## config.mk

```make
export PLATFORM = sky130hd
export DESIGN_NAME = layers_ctrl
export DESIGN_NICKNAME = d
export VERILOG_FILES = /design/src/rtl/layers_ctrl.sv
export SDC_FILE = /design/constraint.sdc
export NUM_CORES = 1
export LEC_CHECK = 0
export CAP_MARGIN = 40
export CORE_ASPECT_RATIO = 1.4
export CORE_UTILIZATION = 40
export DETAILED_ROUTE_END_ITERATION = 7
export PLACE_DENSITY = 0.78
export SLEW_MARGIN = 10
export SYNTH_ARGS = -nofsm -noshare
export SYNTH_HDL_FRONTEND = slang
export SYNTH_SLANG_ARGS = --single-unit
```

## constraint.sdc

```tcl
create_clock -name clk -period 2.95 [get_ports clk]
set_input_delay 0.295 -clock clk [delete_from_list [all_inputs] [get_ports clk]]
set_output_delay 0.295 -clock clk [all_outputs]
set_load 0.05 [all_outputs]
```

## src/rtl/layers_ctrl.sv

```systemverilog
// Layer-pass sequencer: writes the layer config word, gates the image stream and counts results.
// Optional result watchdog in DRAIN is enabled with `define LAYERS_CTRL_TIMEOUT_EN.
module layers_ctrl #(
  parameter int unsigned CFG_DWIDTH  = 32,
  parameter int unsigned CFG_AWIDTH  = 5,
  parameter int unsigned CFG_ADDR    = 0,
  parameter int unsigned COUNT_WIDTH = 16,
  parameter int unsigned SHIFT_MAX   = 17,
  parameter int unsigned POOL_MAX    = 4,
  parameter int unsigned TIMEOUT     = 1024,
  parameter int unsigned SRC_WIDTH   = 32
) (
  input  logic                   clk,
  input  logic                   rst,
  input  logic [7:0]             cmd_shift,
  input  logic [7:0]             cmd_pool,
  input  logic                   cmd_relu,
  input  logic [COUNT_WIDTH-1:0] cmd_img_len,
  input  logic [COUNT_WIDTH-1:0] cmd_res_len,
  input  logic                   cmd_val,
  output logic                   cmd_rdy,
  output logic [CFG_DWIDTH-1:0]  cfg_data,
  output logic [CFG_AWIDTH-1:0]  cfg_addr,
  output logic                   cfg_valid,
  input  logic                   kernel_rdy,
  input  logic [SRC_WIDTH-1:0]   src_bus,
  input  logic                   src_val,
  output logic                   src_rdy,
  output logic                   image_val,
  input  logic                   image_rdy,
  output logic                   image_last,
  input  logic                   result_val,
  input  logic                   result_rdy,
  output logic                   busy,
  output logic                   done,
  output logic                   err
);

  typedef enum logic [2:0] {
    StIdle,
    StCfg,
    StWaitKer,
    StStream,
    StDrain,
    StDone
  } state_e;

  localparam logic [7:0]             ShiftMax = 8'(SHIFT_MAX);
  localparam logic [7:0]             PoolMax  = 8'(POOL_MAX);
  localparam logic [CFG_AWIDTH-1:0]  CfgAddr  = CFG_AWIDTH'(CFG_ADDR);
  localparam logic [COUNT_WIDTH-1:0] CntOne   = COUNT_WIDTH'(1);

  state_e                 state_q, state_d;
  logic [COUNT_WIDTH-1:0] img_len_q, img_len_d;
  logic [COUNT_WIDTH-1:0] res_len_q, res_len_d;
  logic [COUNT_WIDTH-1:0] img_cnt_q, img_cnt_d;
  logic [COUNT_WIDTH-1:0] res_cnt_q, res_cnt_d;
  logic                   cmd_rdy_q, cmd_rdy_d;
  logic                   cfg_valid_q, cfg_valid_d;
  logic [CFG_DWIDTH-1:0]  cfg_data_q, cfg_data_d;
  logic [CFG_AWIDTH-1:0]  cfg_addr_q, cfg_addr_d;
  logic                   busy_q, busy_d;
  logic                   done_q, done_d;
  logic                   err_q, err_d;

  logic                   cmd_accept;
  logic                   cmd_bad;
  logic                   in_stream;
  logic                   last_beat;
  logic                   image_hs;
  logic                   result_hs;
  logic                   res_count_en;
  logic [CFG_DWIDTH-1:0]  cfg_word;

  // The image source bus bypasses this block entirely.
  logic unused_src_bus;
  assign unused_src_bus = ^src_bus;

`ifdef LAYERS_CTRL_TIMEOUT_EN
  localparam int unsigned       WdWidth = $clog2(TIMEOUT + 1);
  localparam logic [WdWidth-1:0] WdLast = WdWidth'(TIMEOUT - 1);
  localparam logic [WdWidth-1:0] WdOne  = WdWidth'(1);

  logic [WdWidth-1:0] wd_q, wd_d;
`else
  logic [31:0] unused_timeout;
  assign unused_timeout = TIMEOUT;
`endif

  assign cmd_accept = (state_q == StIdle) && cmd_val && cmd_rdy_q;
  assign cmd_bad    = (cmd_shift > ShiftMax) || (cmd_pool > PoolMax) ||
                      (cmd_img_len == '0) || (cmd_res_len == '0);

  // Image path is combinational so the gate adds no latency.
  assign in_stream  = (state_q == StStream);
  assign last_beat  = (img_cnt_q == img_len_q - CntOne);
  assign image_val  = in_stream & src_val;
  assign src_rdy    = in_stream & image_rdy;
  assign image_last = in_stream & last_beat;
  assign image_hs   = image_val & image_rdy;

  assign result_hs    = result_val & result_rdy;
  assign res_count_en = ((state_q == StStream) || (state_q == StDrain)) && result_hs &&
                        (res_cnt_q < res_len_q);

  always_comb begin
    cfg_word        = '0;
    cfg_word[7:0]   = cmd_shift;
    cfg_word[15:8]  = cmd_pool;
    cfg_word[16]    = cmd_relu;
  end

  always_comb begin
    state_d    = state_q;
    img_len_d  = img_len_q;
    res_len_d  = res_len_q;
    cfg_data_d = cfg_data_q;
    cfg_addr_d = cfg_addr_q;
    err_d      = 1'b0;
    img_cnt_d  = img_cnt_q;
    res_cnt_d  = res_cnt_q;
`ifdef LAYERS_CTRL_TIMEOUT_EN
    wd_d       = '0;
    if ((state_q == StDrain) && !result_hs) begin
      wd_d = wd_q + WdOne;
    end
`endif

    if (in_stream && image_hs) begin
      img_cnt_d = img_cnt_q + CntOne;
    end
    if (res_count_en) begin
      res_cnt_d = res_cnt_q + CntOne;
    end

    unique case (state_q)
      StIdle: begin
        if (cmd_accept) begin
          img_len_d = cmd_img_len;
          res_len_d = cmd_res_len;
          if (cmd_bad) begin
            err_d = 1'b1;
          end else begin
            state_d    = StCfg;
            cfg_data_d = cfg_word;
            cfg_addr_d = CfgAddr;
          end
        end
      end
      StCfg: begin
        state_d = StWaitKer;
      end
      StWaitKer: begin
        if (kernel_rdy) begin
          state_d = StStream;
        end
      end
      StStream: begin
        if (image_hs && last_beat) begin
          state_d = StDrain;
        end
      end
      StDrain: begin
        // Looking at the next count lets the final result reach done in one cycle.
        if (res_cnt_d == res_len_q) begin
          state_d = StDone;
`ifdef LAYERS_CTRL_TIMEOUT_EN
        end else if (!result_hs && (wd_q == WdLast)) begin
          state_d   = StIdle;
          err_d     = 1'b1;
          img_cnt_d = '0;
          res_cnt_d = '0;
`endif
        end
      end
      StDone: begin
        state_d   = StIdle;
        img_cnt_d = '0;
        res_cnt_d = '0;
      end
      default: begin
        state_d = StIdle;
      end
    endcase

    // cmd_rdy drops for the err cycle so a rejected command is never double-sampled.
    cmd_rdy_d   = (state_d == StIdle) && !err_d;
    cfg_valid_d = (state_d == StCfg);
    busy_d      = (state_d != StIdle);
    done_d      = (state_d == StDone);
  end

  always_ff @(posedge clk or posedge rst) begin
    if (rst) begin
      state_q     <= StIdle;
      img_len_q   <= '0;
      res_len_q   <= '0;
      img_cnt_q   <= '0;
      res_cnt_q   <= '0;
      cmd_rdy_q   <= 1'b0;
      cfg_valid_q <= 1'b0;
      cfg_data_q  <= '0;
      cfg_addr_q  <= '0;
      busy_q      <= 1'b0;
      done_q      <= 1'b0;
      err_q       <= 1'b0;
    end else begin
      state_q     <= state_d;
      img_len_q   <= img_len_d;
      res_len_q   <= res_len_d;
      img_cnt_q   <= img_cnt_d;
      res_cnt_q   <= res_cnt_d;
      cmd_rdy_q   <= cmd_rdy_d;
      cfg_valid_q <= cfg_valid_d;
      cfg_data_q  <= cfg_data_d;
      cfg_addr_q  <= cfg_addr_d;
      busy_q      <= busy_d;
      done_q      <= done_d;
      err_q       <= err_d;
    end
  end

`ifdef LAYERS_CTRL_TIMEOUT_EN
  always_ff @(posedge clk or posedge rst) begin
    if (rst) begin
      wd_q <= '0;
    end else begin
      wd_q <= wd_d;
    end
  end
`endif

  assign cmd_rdy   = cmd_rdy_q;
  assign cfg_valid = cfg_valid_q;
  assign cfg_data  = cfg_data_q;
  assign cfg_addr  = cfg_addr_q;
  assign busy      = busy_q;
  assign done      = done_q;
  assign err       = err_q;

`ifndef SYNTHESIS
  a_cfg_single: assert property (@(posedge clk) disable iff (rst) cfg_valid |=> !cfg_valid);
  a_done_err:   assert property (@(posedge clk) disable iff (rst) !(done && err));
  a_img_bound:  assert property (@(posedge clk) disable iff (rst) img_cnt_q <= img_len_q);
  a_res_bound:  assert property (@(posedge clk) disable iff (rst) res_cnt_q <= res_len_q);
  a_last_hold:  assert property (@(posedge clk) disable iff (rst)
                                 (image_val && !image_rdy) |=> (image_last == $past(image_last)));
`endif

endmodule

```

-- Yosys cells after proc, flatten, opt, wreduce, memory -nomap -nowiden
Index checks and enable logic that the tools add are counted.
- output and inout port bits: 45
- bits of input ports: 89
- logic and storage cells: 65
- register bits after elaboration: 89
- bitwise operators: 6
- add/subtract/negate cells: 3
- multiplexer cells: 13
- $lt $le $gt $ge: 3
- equal/unequal tests: 9
- reduce and logical (&&, ||, !) cells: 20
- operators with widths (cell ; number):
    $mux W16 ; 4
    $add A16 B1 Y16 const B ; 2
    $eq A16 B16 Y1 ; 2
    $logic_not A16 Y1 ; 2
    $lt A16 B16 Y1 ; 1
    $sub A16 B1 Y16 const B ; 1
    $mux W3 ; 5
    $pmux W3 S5 ; 1
    $eq A3 B3 Y1 const B ; 3
    $gt A8 B3 Y1 const B ; 1
    $gt A8 B5 Y1 const B ; 1
    $logic_and A1 B1 Y1 ; 7
    $eq A3 B1 Y1 const B ; 2
    $eq A3 B2 Y1 const B ; 2
    $logic_not A3 Y1 ; 2
    $and A1 B1 Y1 ; 5
    $logic_or A1 B1 Y1 ; 4
    $mux W1 ; 3
    $reduce_and A3 Y1 ; 1
    $reduce_bool A3 Y1 ; 1
    $reduce_and A2 Y1 ; 1
    $reduce_bool A2 Y1 ; 1
    $logic_not A1 Y1 ; 1
    $not A1 Y1 ; 1

-- Longest topological paths before layout
- depth after elaboration: 10
- gate-level depth with buffers: 13
- mapped depth without buffers: 10

-- Least setup slack after synthesis
OpenSTA, ideal clock, no wires.
- kind: flip-flop to flip-flop
- start point: register res_len_q[9]
- end point: register done_q (netlist: done)
- path slack: -152 ps
- setup time: 68 ps
- clock period less this slack: 3102 ps
- required time: 2882 ps
- stages on the path, launching flop included: 12
- buffers on the path: 1
- arrival time: 3034 ps
- cell sequence: dfrtp_1 inv_1 ha_1 a21o_1 a221o_1 a2111oi_4 and3_1 clkbuf_1 mux2_1 a21oi_1 o221ai_1 and4bb_1
- longest elaborated chain between the ends: 7
- RTL lines (what ; line ; RTL):
    from (decl) ; 55 ; logic [COUNT_WIDTH-1:0] res_len_q, res_len_d;
    from (signal assigned) ; 210 ; res_len_q <= res_len_d;
    $lt A16 B16 Y1 ; 104 ; (res_cnt_q < res_len_q);
    $logic_and A1 B1 Y1 ; 103 ; assign res_count_en = ((state_q == StStream) || (state_q == StDrain)) && result_hs &&
    $mux W16 ; 132 ; if (res_count_en) begin
    $eq A16 B16 Y1 (*) ; 165 ; if (res_cnt_d == res_len_q) begin
    $mux W3 (*) ; 165 ;
    $pmux W3 S5 (*) ; 136 ; unique case (state_q)
    $eq A3 B3 Y1 (*) ; 190 ; done_d = (state_d == StDone);
    via done_d ; 63 ; logic done_q, done_d;
    to (signal assigned) ; 218 ; done_q <= done_d;
    to (decl) ; 63 ;
The timed path passes the listed nets; every way through them passes the cells marked *.
A chain may end at the register's enable or synchronous reset.

-- Final worst setup path
- start point: register res_cnt_q[15]
- end point: register done_q (netlist: done)
- longest elaborated chain between the ends: 7
- elaborated cells between the ends (all ways): 8
- classes of those cells: 1 x add/sub; 1 x order compare; 2 x eq/ne; 3 x mux; 1 x reduce/logical
- RTL lines (what ; line ; RTL):
    from (decl) ; 57 ; logic [COUNT_WIDTH-1:0] res_cnt_q, res_cnt_d;
    from (signal assigned) ; 212 ; res_cnt_q <= res_cnt_d;
    $lt A16 B16 Y1 ; 104 ;
    $logic_and A1 B1 Y1 ; 103 ;
    $mux W16 (*) ; 132 ;
    $eq A16 B16 Y1 (*) ; 165 ;
    $mux W3 (*) ; 165 ;
    $pmux W3 S5 (*) ; 136 ;
    $eq A3 B3 Y1 (*) ; 190 ;
    via done_d ; 63 ;
Marks and branches as above.

==> qor.yml <==
yosys:
  avg_inst_size_synth_um2: 8.99
  muxShareOfSynthArea_pct: 4.14
  netlist_top_cells_count: "89 x sky130_fd_sc_hd__dfrtp_1, 78 x sky130_fd_sc_hd__nand2_1, 54 x sky130_fd_sc_hd__nor2_1, 41 x sky130_fd_sc_hd__xnor2_1"
  post_synth_and_or_nand_nor_area_fraction_pct: 24.5
  synth_seq_cells: 89
  synth_fa_ha_area_share_pct: 4.03
  async_flop_share_pct: 100
  synthDominantCellAreaShare_pct: 39.8
  yosys.cell_types.count: 60
  synthCells: 622
  netlist_area_mm2: 0.00559
  synth_area_leaders: "sky130_fd_sc_hd__dfrtp_1 40%, sky130_fd_sc_hd__xnor2_1 6.4%, sky130_fd_sc_hd__nand2_1 5.2%"
  synth_flop_cell: "sky130_fd_sc_hd__dfrtp_1"
  synth_compound_area_share_pct: 10.0
  post_synth_xor_area_fraction_pct: 10.9
  yosys.cell_count.top_type: "sky130_fd_sc_hd__dfrtp_1"
  yosysWarnings: 0
  synth_sequential_area_ratio_pct: 39.8
  synth_edf_count: 0
  synth_largest_area_cell: "sky130_fd_sc_hd__dfrtp_1"
  combinational_family_with_the_most_area_after_synthesis: "simple AND/OR/NAND/NOR gates"
run_status:
  failed_checks: "negative setup slack"
  outcome: "finished with violations"
drt:
  detail_route.iter0.violations: 206
  drc_errors: 0
  drt_pass1_iterations: 5
  routed_via_density: 5.35
  routed_wire_length_per_instance_um: 16.4
  drt_antenna_net_count: 0
  postRouteWirelength_um: 15100
  detailroute.via_count: 4947
floorplanning:
  fp-row-count: 50
  dieArea_mm2: 0.0145
  die_width_um: 102
  initial_core_util_pct: 41.4
  height_of_the_die_um: 142
  core_area_mm2: 0.0135
  io_pins: 134
sta:
  skew_ns: 0.00882
  final.setup.worst_slack_ns: -0.00887
  clock.fmax_mhz: 338
  timing_max_transition_violations_final: 0
  tightest_slew_ns: 0.870
  final.min_clock_period_ns: 2.96
  hold_viol: 0
  timing.slew.headroom_pct: 42.0
  holdWs_ns: 0.250
  fin_crit_sh_pct: 100
  rsz0062_at_grt: "yes"
  setup-violations-final: 1
clock_tree:
  cts.htree.levels: 3
  cts.hold.buffers_added: 0
  clock_sink_count: 89
  cts_made_buffers: 9
  cts_tree: "built"
  clock_latency_ns: 0.34
  clk_pin_slew_worst_paths_ns: 0.07
  cts.root.buffer_cell: "sky130_fd_sc_hd__clkbuf_16"
  clk_path_buf_depth: 2
critical_path:
  path_delay_family: "simple AND/OR/NAND/NOR gates"
  path_cells: "ha_1, and4_2, nand4_1, or4_1, and3_2, mux2_4, a21oi_2, o221ai_1, and4bb_1"
  critical_path_cell_with_the_highest_stage_delay: "sky130_fd_sc_hd__or4_1"
  startpoint_type: "flip-flop"
  cp_num_buf_inv: 0
  critPathCaptureType: "flip-flop"
  path_max_fanout: 4
  slowest_delay_ns: 0.49
  cp.required_ns: 3.23
  worst-endpoint-arrival_ns: 3.24
  worstSetupPathType: "reg -> reg"
global_route:
  antenna_found_initial: 0
  wire_length_of_the_first_global_routing_pass_um: 24700
  track_usage_pct: 22.2
  globalRoute.totalOverflow: 0
  vias_in_the_first_global_route: 5055
  grt_start_max_net_pins: 68
placement:
  gpl.final_weighted_congestion: 0.954
  port_bufs: 81
  dp_hpwl_um: 11500
  dpl_cell_area_mm2: 0.00685
layout:
  layout-drive-gt1-share_pct: 15.0
  finish.instance_area_mm2: 0.00728
  layout.core_utilization_pct: 53.9
  antenna_cells_inserted: 0
  synthToLayoutAreaGrowth_pct: 30.2
  design.final.nets: 844
flow_run:
  timing.max_cap.violations: 0
pwr:
  power_per_cell_area_mw_per_mm2: 697
  p_leak_nw: 3.13
  ir_drop_uv: 433
min_path:
  hold_path.class: "in -> async"
==> cell families after synthesis <==
group	count (synthesis)
AND/OR/NAND/NOR	268
flip-flops	89
AO/OA/AOI/OAI	80
buffers and inverters	77
XOR/XNOR	68
multiplexers	21
adder cells (fa/ha/maj)	18
other	1
==> metal layers <==
metal / global-route usage, % / wire (um) / vias up
met3: 3.40 / 545 / 42
li1: - / - / 2382
met2: 40.3 / 8250 / 139
met1: 24.0 / 5610 / 2384
met5: 0 / 0 / -
met4: 13.0 / 727 / 0
==> per-stage QoR <==
stage | power (mW) | TNS (ns) | instances | worst slack (ns)
6_report | 5.08 | -0.00887 | 924 | -0.00887
5_1_grt | 5.40 | -0.260 | 924 | -0.133
4_1_cts | 5.00 | 0 | 919 | 0.00863
3_5_place_dp | 3.74 | -0.111 | 903 | -0.0766
3_3_place_gp | 3.68 | -0.0158 | 903 | -0.0158
2_1_floorplan | 3.09 | -0.000261 | 641 | -0.000261
==> repair_timing <==
item	CTS	global route
pin swaps	3	8
setup buffers	0	5
setup endpoints to repair	3	3
gates resized for setup	8	13
==> final timing paths <==
check                                        startpoint                        to  cells after the start  slack (ns)
worst max register to register  res_cnt_q[15]$_DFF_PP0_            done$_DFF_PP0_                      9      -0.009
worst min-delay path                                rst  cfg_data[11]$_DFFE_PP0P_                      2        0.25
worst max-delay path            res_cnt_q[15]$_DFF_PP0_            done$_DFF_PP0_                      9      -0.009
max in group asynchronous                           rst  img_len_q[9]$_DFFE_PP0P_                      3        1.99
worst min register to register  cfg_data[0]$_DFFE_PP0P_   cfg_data[0]$_DFFE_PP0P_                      2        0.48
min in group clk                cfg_data[0]$_DFFE_PP0P_   cfg_data[0]$_DFFE_PP0P_                      2        0.48
==> placed cells by master, fill, tap and decap left out, drive strengths merged, types with 3 or more instances in the layout <==
cell / instances
nor2: 54
and2: 12
or4: 7
nand3: 21
nand2: 78
clkinv: 4
dfrtp: 89
a211oi: 3
a31oi: 3
a2111oi: 3
nor4: 19
a21oi: 13
o2111ai: 3
nand2b: 5
and3: 12
nand4: 29
o31ai: 4
ha: 18
mux2: 17
buf: 53
nor2b: 3
and4: 5
clkbuf: 11
mux2i: 4
nor3b: 3
xnor2: 41
conb: 20
xor2: 26
a21boi: 3
o21ai: 25
inv: 29
nor3: 12
clkdlybuf4s50: 80
==> flip-flops by register name, indices dropped and copies added (netlist names) <==
| register | count |
|---|---|
| err | 1 |
| busy | 1 |
| done | 1 |
| state_q | 3 |
| img_cnt_q | 16 |
| cfg_valid | 1 |
| res_cnt_q | 16 |
| cmd_rdy | 1 |
| res_len_q | 16 |
| cfg_data | 17 |
| img_len_q | 16 |
==> report_power, final <==
group	switching, mW	internal, mW	total, mW
clock network	0.504	0.710	1.21
registers	0.324	1.50	1.82
logic	1.05	0.992	2.04
==> final cells by class <==
type,count,area [um^2]
Multi-Input combinational cell,475,3170
Inverter,29,110
Sequential cell,89,2230
Tap cell,182,228
Timing Repair Buffer,133,1230
Fill cell,1247,6230
Clock buffer,11,253
Clock inverter,5,61.3
No activity file was read; power rests on OpenSTA's default activity.
